--- config.mk ---
export PLATFORM = sky130hd
export DESIGN_NAME = multiword_add_sequencer_flat
export DESIGN_NICKNAME = d
export VERILOG_FILES = /design/src/rtl/multiword_add_sequencer_if.sv /design/src/rtl/multiword_add_sequencer.sv /design/src/flat_wrapper.sv
export SDC_FILE = /design/constraint.sdc
export NUM_CORES = 1
export LEC_CHECK = 0
export ABC_AREA = 1
export BUFFER_PORTS_ARGS = -buffer_cell sky130_fd_sc_hd__buf_2
export CAP_MARGIN = 40
export CELL_PAD_IN_SITES_DETAIL_PLACEMENT = 1
export CELL_PAD_IN_SITES_GLOBAL_PLACEMENT = 1
export CORE_MARGIN = 2
export CORE_UTILIZATION = 39
export DETAILED_ROUTE_END_ITERATION = 8
export PLACE_DENSITY = 0.93
export SETUP_SLACK_MARGIN = 0.1
export SYNTH_ARGS = -nofsm -noshare
export SYNTH_HDL_FRONTEND = slang
export SYNTH_SLANG_ARGS = --single-unit
--- constraint.sdc ---
create_clock -name clk -period 4.1 [get_ports clk]
set_clock_uncertainty 0.2 [all_clocks]
set_input_delay 0.615 -clock clk [delete_from_list [all_inputs] [get_ports clk]]
set_output_delay 0.615 -clock clk [all_outputs]
set_load 0.05 [all_outputs]
--- src/rtl/multiword_add_sequencer_if.sv ---
// Request/response bundle between a wide-operation requester and the
// multi-word add/subtract sequencer.
interface multiword_add_sequencer_if #(
   parameter int W     = 16,
   parameter int WORDS = 4
);
   logic                 start;
   logic                 sub;
   logic                 cin;
   logic [W*WORDS-1:0]   op_a;
   logic [W*WORDS-1:0]   op_b;
   logic                 busy;
   logic                 done;
   logic [W*WORDS-1:0]   result;
   logic                 cout;

   modport master (
      output start, sub, cin, op_a, op_b,
      input  busy, done, result, cout
   );

   modport slave (
      input  start, sub, cin, op_a, op_b,
      output busy, done, result, cout
   );
endinterface

--- src/rtl/multiword_add_sequencer.sv ---
// Multi-precision add/subtract sequencer. Reuses one external W-bit adder
// over WORDS cycles, least-significant word first, chaining the carry
// through a register. Subtraction is A + ~B + 1.
module multiword_add_sequencer #(
   parameter int W     = 16,
   parameter int WORDS = 4
) (
   input  logic                      clk,
   input  logic                      rst,
   multiword_add_sequencer_if.slave  bus,
   output logic [W-1:0]              add_a,
   output logic [W-1:0]              add_b,
   output logic                      add_cin,
   input  logic [W-1:0]              add_sum,
   input  logic                      add_cout
);
   localparam int IDX_W = $clog2(WORDS);
   localparam logic [IDX_W-1:0] LAST_IDX = IDX_W'(WORDS - 1);

   localparam logic [1:0] S_IDLE = 2'd0;
   localparam logic [1:0] S_RUN  = 2'd1;
   localparam logic [1:0] S_DONE = 2'd2;

   logic [1:0]       state_q, state_d;
   logic [IDX_W-1:0] idx_q, idx_d;
   logic             carry_q, carry_d;
   logic             sub_q, sub_d;
   logic             cout_q, cout_d;
   logic [W-1:0]     a_q [WORDS];
   logic [W-1:0]     a_d [WORDS];
   logic [W-1:0]     b_q [WORDS];
   logic [W-1:0]     b_d [WORDS];
   logic [W-1:0]     res_q [WORDS];
   logic [W-1:0]     res_d [WORDS];

   // Next-state logic: accept in IDLE/DONE, one word per cycle in RUN.
   always_comb begin
      state_d = state_q;
      idx_d   = idx_q;
      carry_d = carry_q;
      sub_d   = sub_q;
      cout_d  = cout_q;
      a_d     = a_q;
      b_d     = b_q;
      res_d   = res_q;
      case (state_q)
         S_RUN: begin
            res_d[idx_q] = add_sum;
            carry_d      = add_cout;
            idx_d        = idx_q + 1'b1;
            if (idx_q == LAST_IDX) begin
               cout_d  = add_cout;
               state_d = S_DONE;
            end
         end
         default: begin
            if (bus.start) begin
               for (int i = 0; i < WORDS; i++) begin
                  a_d[i] = bus.op_a[i*W +: W];
                  b_d[i] = bus.op_b[i*W +: W];
               end
               sub_d   = bus.sub;
               // Subtract forces carry-in to 1 to complete the two's complement.
               carry_d = bus.sub ? 1'b1 : bus.cin;
               idx_d   = '0;
               state_d = S_RUN;
            end else begin
               state_d = S_IDLE;
            end
         end
      endcase
   end

   // State and datapath registers; reset clears everything, so a start on
   // the reset edge is dropped.
   always_ff @(posedge clk) begin
      if (rst) begin
         state_q <= S_IDLE;
         idx_q   <= '0;
         carry_q <= 1'b0;
         sub_q   <= 1'b0;
         cout_q  <= 1'b0;
         a_q     <= '{default: '0};
         b_q     <= '{default: '0};
         res_q   <= '{default: '0};
      end else begin
         state_q <= state_d;
         idx_q   <= idx_d;
         carry_q <= carry_d;
         sub_q   <= sub_d;
         cout_q  <= cout_d;
         a_q     <= a_d;
         b_q     <= b_d;
         res_q   <= res_d;
      end
   end

   // Adder operand drive: current word in RUN, quiet zeros otherwise.
   always_comb begin
      add_a   = '0;
      add_b   = '0;
      add_cin = 1'b0;
      if (state_q == S_RUN) begin
         add_a   = a_q[idx_q];
         add_b   = sub_q ? ~b_q[idx_q] : b_q[idx_q];
         add_cin = carry_q;
      end
   end

   // Pack the result words onto the wide output bus.
   always_comb begin
      bus.result = '0;
      for (int i = 0; i < WORDS; i++) begin
         bus.result[i*W +: W] = res_q[i];
      end
   end

   assign bus.busy = (state_q == S_RUN);
   assign bus.done = (state_q == S_DONE);
   assign bus.cout = cout_q;
endmodule

--- src/flat_wrapper.sv ---
// flat-port wrapper written by rule: the top's interface ports become plain ports
module multiword_add_sequencer_flat 
#(
   parameter int W     = 16,
   parameter int WORDS = 4
)
  (clk, rst, add_a, add_b, add_cin, add_sum, add_cout, bus_start, bus_sub, bus_cin, bus_op_a, bus_op_b, bus_busy, bus_done, bus_result, bus_cout);
  multiword_add_sequencer_if #(.W(W), .WORDS(WORDS)) bus_i ();
  input  logic clk;
  input  logic rst;
  output logic [W-1:0] add_a;
  output logic [W-1:0] add_b;
  output logic add_cin;
  input  logic [W-1:0] add_sum;
  input  logic add_cout;
  input wire logic [$bits(bus_i.start)-1:0] bus_start;
  input wire logic [$bits(bus_i.sub)-1:0] bus_sub;
  input wire logic [$bits(bus_i.cin)-1:0] bus_cin;
  input wire logic [$bits(bus_i.op_a)-1:0] bus_op_a;
  input wire logic [$bits(bus_i.op_b)-1:0] bus_op_b;
  output wire logic [$bits(bus_i.busy)-1:0] bus_busy;
  output wire logic [$bits(bus_i.done)-1:0] bus_done;
  output wire logic [$bits(bus_i.result)-1:0] bus_result;
  output wire logic [$bits(bus_i.cout)-1:0] bus_cout;
  assign bus_i.start = bus_start;
  assign bus_i.sub = bus_sub;
  assign bus_i.cin = bus_cin;
  assign bus_i.op_a = bus_op_a;
  assign bus_i.op_b = bus_op_b;
  assign bus_busy = bus_i.busy;
  assign bus_done = bus_i.done;
  assign bus_result = bus_i.result;
  assign bus_cout = bus_i.cout;
  multiword_add_sequencer #(.W(W), .WORDS(WORDS)) u_core (.clk(clk), .rst(rst), .bus(bus_i), .add_a(add_a), .add_b(add_b), .add_cin(add_cin), .add_sum(add_sum), .add_cout(add_cout));
endmodule
# Yosys cells after proc, flatten, opt, wreduce, memory -nomap -nowiden
# Cells that the tools add are included.
# op_classes
n_addsub	1
order_cmp	2
n_eq_ne	4
n_mux	21
n_bitwise	3
reduce_logical	4
# op_table
operator	n
2-to-1 mux 16 bit	8
binary-select mux 16 bit (select 2 bit)	2
bitwise mux 64 bit	1
demux 16 bit (select 2 bit)	1
NOT 16 bit	1
2-to-1 mux 2 bit	4
2-to-1 mux 1 bit	5
== test 2 bit (second input constant)	2
AND reduction 2 bit	2
>= comparator 3 bit (second input constant)	1
< comparator 3 x 1 -> 1 bit (second input constant)	1
NOT 2 -> 3 bit	1
adder 2 x 1 -> 2 bit (second input constant)	1
== test 2 x 1 -> 1 bit (second input constant)	1
inequality test 2 x 1 -> 1 bit (second input constant)	1
nonzero test 2 bit	1
logical AND 1 bit	1
NOT 1 bit	1
# word_totals
ff_bits	199
input_bits	150
out_inout_bits	100
elab_cells	52

# Longest topological paths before layout
# logic_depth
ltp_word	7
depth_mapped	9
depth_no_buf	7

# Least setup slack after synthesis
# Ideal clock, no wire load.
# synth_timing
path_type	flip-flop to output port
start	register u_core.state_q[0]
end	output port add_b[10]
arrival_ns	1.751
t_required_ns	3.285
setup_slack_ns	1.534
stages_incl_launch_ff	7
path_buffers	2
cell_sequence	dfxtp_1 -> nand2_4 -> inv_4 -> buf_4 -> buf_2 -> nand2_1 -> nor2_1
# synth_via
elab_chain_len	2
# synth_rtl
element	line_no	text
start, declared	multiword_add_sequencer.sv:24	logic [1:0] state_q, state_d;
start signal, assigned	multiword_add_sequencer.sv:87	state_q <= state_d;
== test 2 x 1 -> 1 bit	-	
named net bus_busy	flat_wrapper.sv:21	output wire logic [$bits(bus_i.busy)-1:0] bus_busy;
2-to-1 mux 16 bit	multiword_add_sequencer.sv:103	if (state_q == S_RUN) begin
end, declared	flat_wrapper.sv:12	output logic [W-1:0] add_b;
# The timed path passes the listed nets, and every way through them passes these cells.

# Final worst setup path
# layout_timing
start	register u_core.idx_q[0]
end	output port add_a[5]
# layout_via
elab_chain_len	5
# layout_rtl
element	line_no	text
start, declared	multiword_add_sequencer.sv:25	logic [IDX_W-1:0] idx_q, idx_d;
start signal, assigned	multiword_add_sequencer.sv:88	idx_q <= idx_d;
NOT 2 -> 3 bit (implied by the code)	multiword_add_sequencer.sv:104	add_a = a_q[idx_q];
binary-select mux 16 bit (select 2 bit)	multiword_add_sequencer.sv:104	
2-to-1 mux 16 bit (implied by the code) (2 in a row)	multiword_add_sequencer.sv:104	
2-to-1 mux 16 bit	multiword_add_sequencer.sv:103	
end, declared	flat_wrapper.sv:11	output logic [W-1:0] add_a;
# Every way passes these cells. The select of a mux whose other input is x is not followed.

==> impl_metrics.json <==
{
  "place.port_buffers": 249,
  "routabilityCongestion": 0.874,
  "wl_per_cell_um": 17.6,
  "ys_top_cells_by_area": "dfxtp_1, nor2_1, o21ai_0, nand2_1, nand3_1",
  "yosysSeqAreaShare_pct": 47.8,
  "path_buf_inv": 2,
  "cp_cell_sequence": "buf_4, nor2_1, nor2_1, o21ai_0, a21oi_1, buf_2",
  "die_area_um2": 22600,
  "cts_hold_buf": 0,
  "viasPerCell": 5.20,
  "clk_latency_ns": 0.44,
  "final_hold_viol_count": 0,
  "grt_pass1_wl_mm": 46.1,
  "grt_overflow": 0,
  "cts_tree": "yes",
  "remaining_drc_errors": 0,
  "crit_slowest_cell": "dfxtp_2",
  "status": "finished clean",
  "path_delay_family": "buffers and inverters",
  "startpoint_type": "register",
  "area_delta_synth_final_pct": 22.1,
  "required_ns": 3.28,
  "cts_root_buf": "clkbuf_16",
  "drv_slew": 0,
  "setup_viol": 0,
  "arrival_ns": 2.33,
  "maxCapViolations": 0,
  "pwr_density_cell_nw_per_um2": 439,
  "period_needed_ns": 3.14,
  "fin_crit_sh_pct": 76.7,
  "p_leak_nw": 4.56,
  "routed_wl_mm": 29.4,
  "ir_worst_vdd_v": 0.000280,
  "io_pins": 250,
  "cts_max_level": 4,
  "endpoint_kind": "primary output",
  "synth_cell_types": 19,
  "cts_resized": 0,
  "clockBufferDepth": 2,
  "crit_path_frequent_cell": "nor2_1",
  "ys_ff_latch": 199,
  "die_h_um": 150,
  "crit_path_max_fanout": 33,
  "fmax_mhz": 318,
  "slowest_delay_ns": 0.55,
  "clkSlewWorstSetupHoldPaths_ns": 0.07,
  "grt_max_degree": 81,
  "yosysTopAreaCell": "dfxtp_1",
  "row_count": 53,
  "grt_use_total_pct": 25.9,
  "syn_area_um2": 8340,
  "cts.sinks": 199,
  "synth.top_cell.area_share_pct": 47.8,
  "min-delay-path-class": "in2reg",
  "post_cts_buffers": 0,
  "grt_pass1_vias": 8915,
  "criticalPathCategory": "reg2out",
  "synthCells": 1184,
  "die_w_um": 150,
  "fin_setup_tns_ns": 0,
  "antenna_found_initial": 5,
  "rsz0062_at_grt": "false",
  "nets": 1527,
  "drive_gt1_share_pct": 22.0,
  "avgSynthCellArea_um2": 7.04,
  "power.total_mw": 4.47,
  "numCtsBuffers": 17,
  "ant_nets": 0,
  "drtIter0Drc": 378,
  "core_area_um2": 21000,
  "tightest_slew_ns": 0.769,
  "ys_warn_count": 0,
  "dr.pass1.iters": 5,
  "max-slew-margin-rel_pct": 48.8,
  "dpl.hpwl_mm": 20.4,
  "syn-num-nets": 1338,
  "num_vias": 8660,
  "start_util_pct": 39.7
}
-- cells in the mapped netlist --
cell type / instances
nand3_1: 116
nand2_1: 170
inv_4: 1
buf_4: 19
dfxtp_1: 199
nand2_4: 2
o21ai_0: 162
clkbuf_1: 31
a21oi_1: 83
nand2_2: 1
ha_1: 4
nor2_1: 342
buf_1: 4
nor2_8: 1
buf_6: 2
buf_2: 38
inv_2: 4
clkbuf_2: 1
inv_1: 4
-- per-layer routing --
layer	wire, µm	global-route usage (%)
met3	1600	5.55
met2	14600	45.5
met1	12400	31.1
met4	780	9.39
met5	11	0
-- report_power, final --
part           switching [mW]  total [mW]  internal [mW]  leakage [nW]
clock                   0.791        1.62          0.824         0.264
sequential             0.0685        2.12           2.05          1.64
combinational           0.514       0.739          0.224          2.66
total                    1.37        4.47           3.10          4.56
-- final cells by class --
cell class | count | area (µm²)
fill | 2793 | 10800
clock buffer | 21 | 460
inverter | 9 | 41.3
clock inverter | 11 | 90.1
timing repair buffer | 265 | 1420
sequential | 199 | 3990
multi-input combinational | 881 | 3830
antenna | 5 | 12.5
tap | 275 | 344
-- worst paths after layout --
| check | start | endpoint | slack [ns] | depth (start not counted) |
|---|---|---|---|---|
| worst max-delay path | u_core.idx_q[0] | add_a[5] | 0.96 | 6 |
| worst min-delay path | add_cout | u_core.bus.cout | 0.21 | 3 |
| worst max register to register | u_core.idx_q[1] | u_core.bus.result[7] | 1.34 | 6 |
| worst min register to register | u_core.bus.result[45] | u_core.bus.result[45] | 0.26 | 2 |
-- through the flow --
stage	hold slack [ns]	utilization [%]	instance area, µm²	cells	worst slack, ns
CTS	0.200	48.4	10200	1661	0.942
finish	0.212	48.4	10200	1666	0.957
detailed placement	0.252	45.8	9620	1629	1.38
global placement	0.246	45.5	9570	1627	1.50
global route	0.224	48.4	10200	1664	0.788
floorplan	0.249	-	8340	1184	1.53
-- worst register-to-register path, stage by stage (launching register included) --
cell     delay (ns)
dfxtp_1        0.32
inv_1          0.19
buf_4          0.39
ha_1           0.69
nand2_1        0.54
nand2_1        0.21
a21oi_1        0.09
-- flip-flops by register name, indices dropped and copies added, names as in the netlist --
register           flops
u_core.sub_q           1
u_core.idx_q           2
u_core.b_q            64
u_core.a_q            64
u_core.bus.cout        1
u_core.carry_q         1
u_core.state_q         2
u_core.bus.result     64
-- cells in the final DEF (no fill, tap or decap), types with 2 or more instances in the layout --
cell type	count
a21oi_1	83
buf_16	2
buf_2	249
buf_4	13
clkbuf_1	2
clkbuf_16	17
clkbuf_8	2
clkinv_2	2
clkinvlp_4	3
dfxtp_1	198
diode_2	5
ha_1	4
inv_1	4
inv_2	2
inv_4	3
inv_6	3
inv_8	2
nand2_1	170
nand2_4	3
nand3_1	116
nor2_1	342
o21ai_0	162
-- logic make-up after synthesis --
family,synth area share [%]
flops,47.8
compound gates,14.7
simple gates,30.6
fa+ha+maj,0.600
buf+inv,6.33
(Power assumes the default switching activity.)
